`src/rtl/pc_unit_rv32i_if.sv`:
```
// Control and PC bus between the core's next-PC logic and the program counter unit.
interface pc_unit_rv32i_if #(
  parameter int unsigned XLEN = 32
);
  logic            stall;
  logic            halt_req;
  logic            resume;
  logic            branch_taken;
  logic [XLEN-1:0] branch_target;
  logic            jump_en;
  logic [XLEN-1:0] jump_target;
  logic            trap_en;
  logic [XLEN-1:0] trap_vector;
  logic [XLEN-1:0] PC;
  logic [XLEN-1:0] PC_4_inc;
  logic            pc_valid;
  logic            halted;
  logic            misalign_err;
  logic [XLEN-1:0] misalign_addr;

  // Core side: drives redirects and control, observes the PC.
  modport master (
    output stall, halt_req, resume,
    output branch_taken, branch_target,
    output jump_en, jump_target,
    output trap_en, trap_vector,
    input  PC, PC_4_inc, pc_valid, halted, misalign_err, misalign_addr
  );

  // PC unit side.
  modport slave (
    input  stall, halt_req, resume,
    input  branch_taken, branch_target,
    input  jump_en, jump_target,
    input  trap_en, trap_vector,
    output PC, PC_4_inc, pc_valid, halted, misalign_err, misalign_addr
  );
endinterface

```
`src/rtl/pc_unit_rv32i.sv`:
```
// RV32I program counter: next-PC selection, run/halt control and target alignment check.
module pc_unit_rv32i #(
  parameter int unsigned     XLEN         = 32,
  parameter int unsigned     INC          = 4,
  parameter logic [XLEN-1:0] RESET_VECTOR = '0,
  parameter logic [1:0]      ALIGN_MASK   = 2'b11
) (
  input logic              clock,
  input logic              reset_n,
  pc_unit_rv32i_if.slave   bus
);

  typedef enum logic [1:0] {
    ST_BOOT = 2'd0,
    ST_RUN  = 2'd1,
    ST_HALT = 2'd2
  } state_t;

  state_t          state;
  logic [XLEN-1:0] pc_q;
  logic            pc_valid_q;
  logic            halted_q;
  logic            misalign_err_q;
  logic [XLEN-1:0] misalign_addr_q;

  logic [XLEN-1:0] pc_inc;
  logic            redir;
  logic [XLEN-1:0] redir_tgt;
  logic            redir_mis;
  logic            trap_mis;

  // Sequential successor, wraps modulo 2^XLEN.
  assign pc_inc = pc_q + XLEN'(INC);

  // Highest-priority redirect source and its alignment status.
  always_comb begin
    redir     = 1'b0;
    redir_tgt = pc_q;
    if (bus.trap_en) begin
      redir     = 1'b1;
      redir_tgt = bus.trap_vector;
    end else if (bus.jump_en) begin
      redir     = 1'b1;
      redir_tgt = bus.jump_target;
    end else if (bus.branch_taken) begin
      redir     = 1'b1;
      redir_tgt = bus.branch_target;
    end
    redir_mis = redir && ((redir_tgt[1:0] & ALIGN_MASK) != 2'b00);
    trap_mis  = (bus.trap_vector[1:0] & ALIGN_MASK) != 2'b00;
  end

  // Run/halt state machine with the PC and status outputs registered alongside.
  always_ff @(posedge clock) begin
    if (!reset_n) begin
      state           <= ST_BOOT;
      pc_q            <= RESET_VECTOR;
      pc_valid_q      <= 1'b0;
      halted_q        <= 1'b0;
      misalign_err_q  <= 1'b0;
      misalign_addr_q <= '0;
    end else begin
      misalign_err_q <= 1'b0;
      case (state)
        ST_BOOT: begin
          state      <= ST_RUN;
          pc_valid_q <= 1'b1;
          halted_q   <= 1'b0;
        end
        ST_RUN: begin
          // A misaligned redirect holds the PC and records the bad target.
          if (redir) begin
            if (redir_mis) begin
              misalign_err_q  <= 1'b1;
              misalign_addr_q <= redir_tgt;
            end else begin
              pc_q <= redir_tgt;
            end
          end else if (!bus.stall) begin
            pc_q <= pc_inc;
          end
          if (bus.halt_req) begin
            state      <= ST_HALT;
            pc_valid_q <= 1'b0;
            halted_q   <= 1'b1;
          end else begin
            pc_valid_q <= 1'b1;
            halted_q   <= 1'b0;
          end
        end
        ST_HALT: begin
          // Only a trap can redirect while halted; a misaligned trap leaves the core halted.
          if (bus.trap_en) begin
            if (trap_mis) begin
              misalign_err_q  <= 1'b1;
              misalign_addr_q <= bus.trap_vector;
            end else begin
              pc_q       <= bus.trap_vector;
              state      <= ST_RUN;
              pc_valid_q <= 1'b1;
              halted_q   <= 1'b0;
            end
          end else if (bus.resume && !bus.halt_req) begin
            state      <= ST_RUN;
            pc_valid_q <= 1'b1;
            halted_q   <= 1'b0;
          end
        end
        default: begin
          state      <= ST_BOOT;
          pc_valid_q <= 1'b0;
          halted_q   <= 1'b0;
        end
      endcase
    end
  end

  assign bus.PC            = pc_q;
  assign bus.PC_4_inc      = pc_inc;
  assign bus.pc_valid      = pc_valid_q;
  assign bus.halted        = halted_q;
  assign bus.misalign_err  = misalign_err_q;
  assign bus.misalign_addr = misalign_addr_q;

endmodule

```
`src/flat_wrapper.sv`:
```
// flat-port wrapper written by rule: the top's interface ports become plain ports
module pc_unit_rv32i_flat 
#(
  parameter int unsigned     XLEN         = 32,
  parameter int unsigned     INC          = 4,
  parameter logic [XLEN-1:0] RESET_VECTOR = '0,
  parameter logic [1:0]      ALIGN_MASK   = 2'b11
)
  (clock, reset_n, bus_stall, bus_halt_req, bus_resume, bus_branch_taken, bus_branch_target, bus_jump_en, bus_jump_target, bus_trap_en, bus_trap_vector, bus_PC, bus_PC_4_inc, bus_pc_valid, bus_halted, bus_misalign_err, bus_misalign_addr);
  pc_unit_rv32i_if #(.XLEN(XLEN)) bus_i ();
  input logic clock;
  input logic reset_n;
  input wire logic [$bits(bus_i.stall)-1:0] bus_stall;
  input wire logic [$bits(bus_i.halt_req)-1:0] bus_halt_req;
  input wire logic [$bits(bus_i.resume)-1:0] bus_resume;
  input wire logic [$bits(bus_i.branch_taken)-1:0] bus_branch_taken;
  input wire logic [$bits(bus_i.branch_target)-1:0] bus_branch_target;
  input wire logic [$bits(bus_i.jump_en)-1:0] bus_jump_en;
  input wire logic [$bits(bus_i.jump_target)-1:0] bus_jump_target;
  input wire logic [$bits(bus_i.trap_en)-1:0] bus_trap_en;
  input wire logic [$bits(bus_i.trap_vector)-1:0] bus_trap_vector;
  output wire logic [$bits(bus_i.PC)-1:0] bus_PC;
  output wire logic [$bits(bus_i.PC_4_inc)-1:0] bus_PC_4_inc;
  output wire logic [$bits(bus_i.pc_valid)-1:0] bus_pc_valid;
  output wire logic [$bits(bus_i.halted)-1:0] bus_halted;
  output wire logic [$bits(bus_i.misalign_err)-1:0] bus_misalign_err;
  output wire logic [$bits(bus_i.misalign_addr)-1:0] bus_misalign_addr;
  assign bus_i.stall = bus_stall;
  assign bus_i.halt_req = bus_halt_req;
  assign bus_i.resume = bus_resume;
  assign bus_i.branch_taken = bus_branch_taken;
  assign bus_i.branch_target = bus_branch_target;
  assign bus_i.jump_en = bus_jump_en;
  assign bus_i.jump_target = bus_jump_target;
  assign bus_i.trap_en = bus_trap_en;
  assign bus_i.trap_vector = bus_trap_vector;
  assign bus_PC = bus_i.PC;
  assign bus_PC_4_inc = bus_i.PC_4_inc;
  assign bus_pc_valid = bus_i.pc_valid;
  assign bus_halted = bus_i.halted;
  assign bus_misalign_err = bus_i.misalign_err;
  assign bus_misalign_addr = bus_i.misalign_addr;
  pc_unit_rv32i #(.XLEN(XLEN), .INC(INC), .RESET_VECTOR(RESET_VECTOR), .ALIGN_MASK(ALIGN_MASK)) u_core (.clock(clock), .reset_n(reset_n), .bus(bus_i));
endmodule
```
`config.mk`:
```
export PLATFORM = sky130hd
export DESIGN_NAME = pc_unit_rv32i_flat
export DESIGN_NICKNAME = d
export VERILOG_FILES = /design/src/rtl/pc_unit_rv32i_if.sv /design/src/rtl/pc_unit_rv32i.sv /design/src/flat_wrapper.sv
export SDC_FILE = /design/constraint.sdc
export NUM_CORES = 1
export LEC_CHECK = 0
export ABC_CLOCK_PERIOD_IN_PS = 2700
export CORE_ASPECT_RATIO = 1.25
export CORE_MARGIN = 8
export CORE_UTILIZATION = 44
export CTS_CLUSTER_SIZE = 25
export DETAILED_ROUTE_END_ITERATION = 6
export GPL_TIMING_DRIVEN = 0
export PLACE_DENSITY = 0.82
export SYNTH_ARGS = -nofsm -noshare
export SYNTH_HDL_FRONTEND = slang
export SYNTH_SLANG_ARGS = --single-unit
```
`constraint.sdc`:
```
create_clock -name clock -period 2.7 [get_ports clock]
set_clock_uncertainty 0.05 [all_clocks]
set_input_delay 0.27 -clock clock [delete_from_list [all_inputs] [get_ports clock]]
set_output_delay 0.27 -clock clock [all_outputs]
set_load 0.05 [all_outputs]
```
* Word-level counts from Yosys, hierarchy flattened
Index checks and enable logic that the tools add are counted. W data, S select, Z words.
Cells by class: $lt $le $gt $ge 0, shift-type cells 0, $mul 0, equality and inequality tests 12, reductions and logical operators 11, add/sub/neg operators 1, muxes and demuxes 37, bitwise operators 0, div/mod/pow operators 0
Operator list (count):
- $mux W32 | 12
- $pmux W32 S2 | 2
- $add A32 B3 Y32 const B | 1
- $mux W1 | 15
- $reduce_and A5 Y1 | 2
- $mux W2 | 4
- $ne A2 B1 Y1 const B | 3
- $ne A2 B2 Y1 const B | 3
- $ne A3 B2 Y1 const B | 2
- $ne A3 B3 Y1 const B | 2
- $pmux W2 S3 | 1
- $reduce_bool A2 Y1 | 3
- $pmux W1 S2 | 2
- $pmux W1 S3 | 1
- $reduce_and A3 Y1 | 1
- $eq A2 B1 Y1 const B | 1
- $eq A2 B2 Y1 const B | 1
- $logic_and A1 B1 Y1 | 2
- $logic_not A2 Y1 | 1
- $reduce_and A2 Y1 | 1
- $logic_not A1 Y1 | 1
Storage, ports and cells: bits in latches 0, memory bits (read-only) 0, RAM bits 0, bits in registers 69, output and inout bits 99, logic and storage cells 67, memories 0, bits of input ports 104

* Logic depth before layout (Yosys ltp)
depth after elaboration 8, depth in mapped cells 9

* Least setup slack after synthesis
No wires, ideal clock.
path kind reg-to-reg, start point register u_core.pc_q[20] (netlist: u_core.bus.PC[20]), end point register u_core.pc_q[28] (netlist: u_core.bus.PC[28]), clock period less this slack 3227 ps, required time 2547 ps, cell stages (with the launch flop) 8, setup slack -527 ps, data arrival time 3074 ps, setup time 103 ps, path through dfxtp_1 > buf_2 > nand4_1 > nor4_1 > nand4_1 > xnor2_1 > nor2_1 > a2111oi_2
On the way: cells in the longest elaborated chain, start to end 4
RTL lines:
- from (decl) | RTL line pc_unit_rv32i.sv:20 | logic [XLEN-1:0] pc_q;
- from (signal assigned) | RTL line pc_unit_rv32i.sv:77 | pc_q <= redir_tgt;
- from (signal assigned) | RTL line pc_unit_rv32i.sv:80 | pc_q <= pc_inc;
- from (signal assigned) | RTL line pc_unit_rv32i.sv:98 | pc_q <= bus.trap_vector;
- $add A32 B3 Y32 | RTL line pc_unit_rv32i.sv:33 | assign pc_inc = pc_q + XLEN'(INC);
- named net bus_PC_4_inc[28] | RTL line flat_wrapper.sv:23 | output wire logic [$bits(bus_i.PC_4_inc)-1:0] bus_PC_4_inc;
- $mux W32 | RTL line pc_unit_rv32i.sv:79 | end else if (!bus.stall) begin
- $mux W32 | RTL line pc_unit_rv32i.sv:72 | if (redir) begin
- $pmux W32 S2 | RTL line pc_unit_rv32i.sv:64 | case (state)
The timed path passes the listed nets, and every way through them passes these cells. The select of a mux whose other input is x is not followed. A chain may end at the register's enable or synchronous reset.

* Final worst setup path
start point input bus_jump_en, end point register u_core.pc_q[29] (netlist: u_core.bus.PC[29])
On the way: cells in the longest elaborated chain, start to end 6, elaborated cells on any way between the ends 12, those cells by class eq/ne: 2; mux: 7; reduce/logical: 3
RTL lines:
- from (decl) | RTL line flat_wrapper.sv:18 | input wire logic [$bits(bus_i.jump_en)-1:0] bus_jump_en;
- $mux W32 | RTL line pc_unit_rv32i.sv:42 | end else if (bus.jump_en) begin
- $mux W32 | RTL line pc_unit_rv32i.sv:39 | if (bus.trap_en) begin
- $reduce_bool A2 Y1 | RTL line pc_unit_rv32i.sv:49 | redir_mis = redir && ((redir_tgt[1:0] & ALIGN_MASK) != 2'b00);
- $logic_and A1 B1 Y1 | RTL line pc_unit_rv32i.sv:49
- $ne A3 B3 Y1 (no source line)
- $reduce_and A5 Y1 (no source line)
Several ways; a longest one is shown, not always the timed one. The select of a mux whose other input is x is not followed.

==> impl_metrics.toml <==
[pwr]
vdd_drop_max_uv = 656
power_density_nw_per_um2 = 1120
power_leakage_nw = 3.14
total_power_mw = 8.51

[timing]
clock.fmax_mhz = 373
relSlewSlack_pct = 38.5
finalSetupViolations = 0
worstMarginPinSlew_ns = 0.922
fin_crit_sh_pct = 99.4
min_period_ns = 2.68
timing.final.max_slew_violations = 0
finalHoldViolCount = 0

[clock_tree]
clockBufferDepth = 2
htree_levels = 3
insertion_delay_ns = 0.34
path_clk_slew_ns = 0.06
clkSinkCount = 69
cts_tree = "done"
cts_root_buf = "clkbuf_16"
numCtsBuffers = 9

[critical_path]
critPathSlowestCell = "nor3_1"
endpoint_kind = "flop"
worst_setup_path_start_kind = "input pin"
cp_cell_sequence = "clkdlybuf4s50_1 -> clkbuf_2 -> nor3_1 -> nand2_1 -> clkbuf_1 -> nor4_1 -> o21ai_0 -> a21oi_1"
critical_path_class = "in -> reg"
crit_fanout = 10
arrival_ns = 2.89
slowest_delay_ns = 0.57
required_ns = 2.91
r2r_slack_ns = 0.17

[detailed_routing]
antenna_left = 0
vias = 6170
drt-total-wl_mm = 23.1
first_iter_violations = 568
wl_per_cell_um = 22.7
dr.pass1.iters = 5
drc = 0
viasPerCell = 6.05

[final_layout]
regArea_sq_um = 1400
drive_above_1_share_pct = 13.6
nets = 988
n_fill_cell = 934
postLayoutCellArea_sq_um = 7610
area_growth_syn_to_layout_pct = 56.7
multi_input_area_sq_um = 3400

[global_routing]
grt_usage_pct = 30.8
antenna_found_initial = 1
grt_pass1_wl_mm = 34.8
grt_pass1_vias = 6356
grt-ovfl-total = 0
grt_max_degree = 12

[logic_synthesis]
synth_xor_area_share_pct = 5.05
synth_cell_types = 59
synth_compound_area_share_pct = 26.1
synthAdderAreaFrac_pct = 1.55
synth-edff-count = 0
muxShareOfSynthArea_pct = 12.0
yosysSeqAreaShare_pct = 28.4
synth_top_area_cell = "dfxtp_1"
ys.flop_type = "dfxtp_1"
yosys.area_share.simple_pct = 20.3
synth_cells = 653
synth_top_family_by_area = "compound AO/OA/AOI/OAI gates"
yosys_warnings = 0
synth.avg_cell_area_sq_um = 7.44
syn-num-nets = 763
synth_top_area_share_pct = 28.4
synth.area.top_cells = "dfxtp_1 28%, mux2i_1 12%, nand2_1 7.9%, o21ai_0 7.0%, a21oi_1 5.5%"
syn_area_sq_um = 4860
synth-seq-cells = 69
synthArstFlopShare_pct = 0

[floorplanning]
die_area_sq_um = 14700
fp-row-count = 43
start_util_pct = 44.5
die_width_um = 110
die_h_um = 133
coreArea_sq_um = 10900
pin_count = 203

[hold_path]
min_path_type = "reg -> reg"

[place]
place_area_sq_um = 7240
portBuffers = 202
gp_congestion = 0.950
hpwlAfterDp_mm = 17.3

[run]
drv_cap = 0

[run_status]
status = "completed"
[critical path, delay by kind of cell]
family                 cells  cell delay [ns]
and+or+nand+nor            3             1.21
AOI/OAI and AO/OA          2             0.28
buffers and inverters      3             1.13
[state kept, by name, indices dropped and copies added, names as in the netlist]
signal and cells:
u_core.bus.PC 32, u_core.bus.misalign_err 1, u_core.bus.misalign_addr 32, u_core.state 2, u_core.bus.halted 1, u_core.bus.pc_valid 1
[Yosys cell counts, types with 9 or more instances]
cell,instances
xnor2_1,20
a21oi_1,53
mux2i_1,57
a211oi_1,12
a31oi_1,9
nor2_1,60
buf_2,9
nand2_1,102
o211ai_1,15
dfxtp_1,69
inv_1,14
o21ai_0,68
nor3_1,9
nand3_1,12
clkbuf_1,32
[per-layer routing]
metal	wire (um)	GRT usage [%]
met4	1060	17.2
met5	0	0
met2	11200	51.6
met1	8510	35.2
met3	2340	6.14
[stage by stage]
step           hold slack (ns)  setup TNS [ns]  setup WS [ns]  cells  utilization, %
6_report                 0.407               0         0.0157   1019            69.7
5_1_grt                  0.436         -0.0276        -0.0135   1019            69.7
4_1_cts                  0.413               0        0.00225   1014            69.3
3_5_place_dp             0.405          -27.12         -0.854    990            66.3
3_3_place_gp             0.394          -25.23         -0.823    990            66.3
2_1_floorplan            0.381          -0.427         -0.243    653               -
[cell usage in the layout (no fill, tap or decap), types with 4 or more instances in the layout]
cell             count
clkdlybuf4s50_1    177
nand2_1            101
o21ai_0             67
dfxtp_1             58
nor2_1              57
mux2i_1             57
a21oi_1             53
clkbuf_1            26
buf_4               24
buf_2               17
o211ai_1            15
inv_1               14
xnor2_2             13
nand3_1             12
a211oi_1            12
dfxtp_2             10
nor3_1               9
a31oi_1              9
clkbuf_16            9
nand4_1              8
clkbuf_2             8
xnor2_1              6
o211a_1              6
a311oi_1             6
and3_1               5
buf_6                5
ha_1                 5
dlygate4sd2_1        5
xor2_1               4
nor2b_1              4
a211o_1              4
nor4_1               4
clkinv_2             4
[cells by family after synthesis]
| kind of cell | Yosys count |
|---|---|
| AND/OR/NAND/NOR | 222 |
| multiplexers | 58 |
| flip-flops | 69 |
| AO/OA/AOI/OAI | 201 |
| buffers and inverters | 69 |
| XOR/XNOR | 28 |
| adder cells (fa/ha/maj) | 6 |
[report_power, final]
group	total [mW]	internal [mW]	switching (mW)
Sequential	1.87	1.41	0.454
Combinational	5.54	1.88	3.66
Clock	1.10	0.616	0.480
[worst paths after layout]
path | from | endpoint | depth (start not counted)
min reg2reg | u_core.bus.pc_valid$_SDFFE_PN0P_ | u_core.bus.pc_valid$_SDFFE_PN0P_ | 2
min | u_core.bus.pc_valid$_SDFFE_PN0P_ | u_core.bus.pc_valid$_SDFFE_PN0P_ | 2
max | bus_jump_en | u_core.bus.PC[29]$_SDFFE_PN0P_ | 8
max reg2reg | u_core.state[0]$_SDFFE_PN0P_ | u_core.bus.misalign_addr[2]$_SDFFE_PN0P_ | 8
[repair_timing]
| item | in CTS | in global routing |
|---|---|---|
| buffers inserted | 9 | 4 |
| pin swaps | 6 | 4 |
| setup endpoints to repair | 36 | 68 |
| gates resized for setup | 112 | 30 |
| hold buffers | 0 | 0 |
[cell type report]
type,count,area share (%)
multi-input combinational,515,44.7
timing repair buffer,215,27.0
sequential,69,18.4
buffer,52,3.52
clock buffer,11,3.06
tap,135,2.22
inverter,16,0.789
clock inverter,5,0.361
antenna,1,0.0329
(Power assumes the default switching activity.)
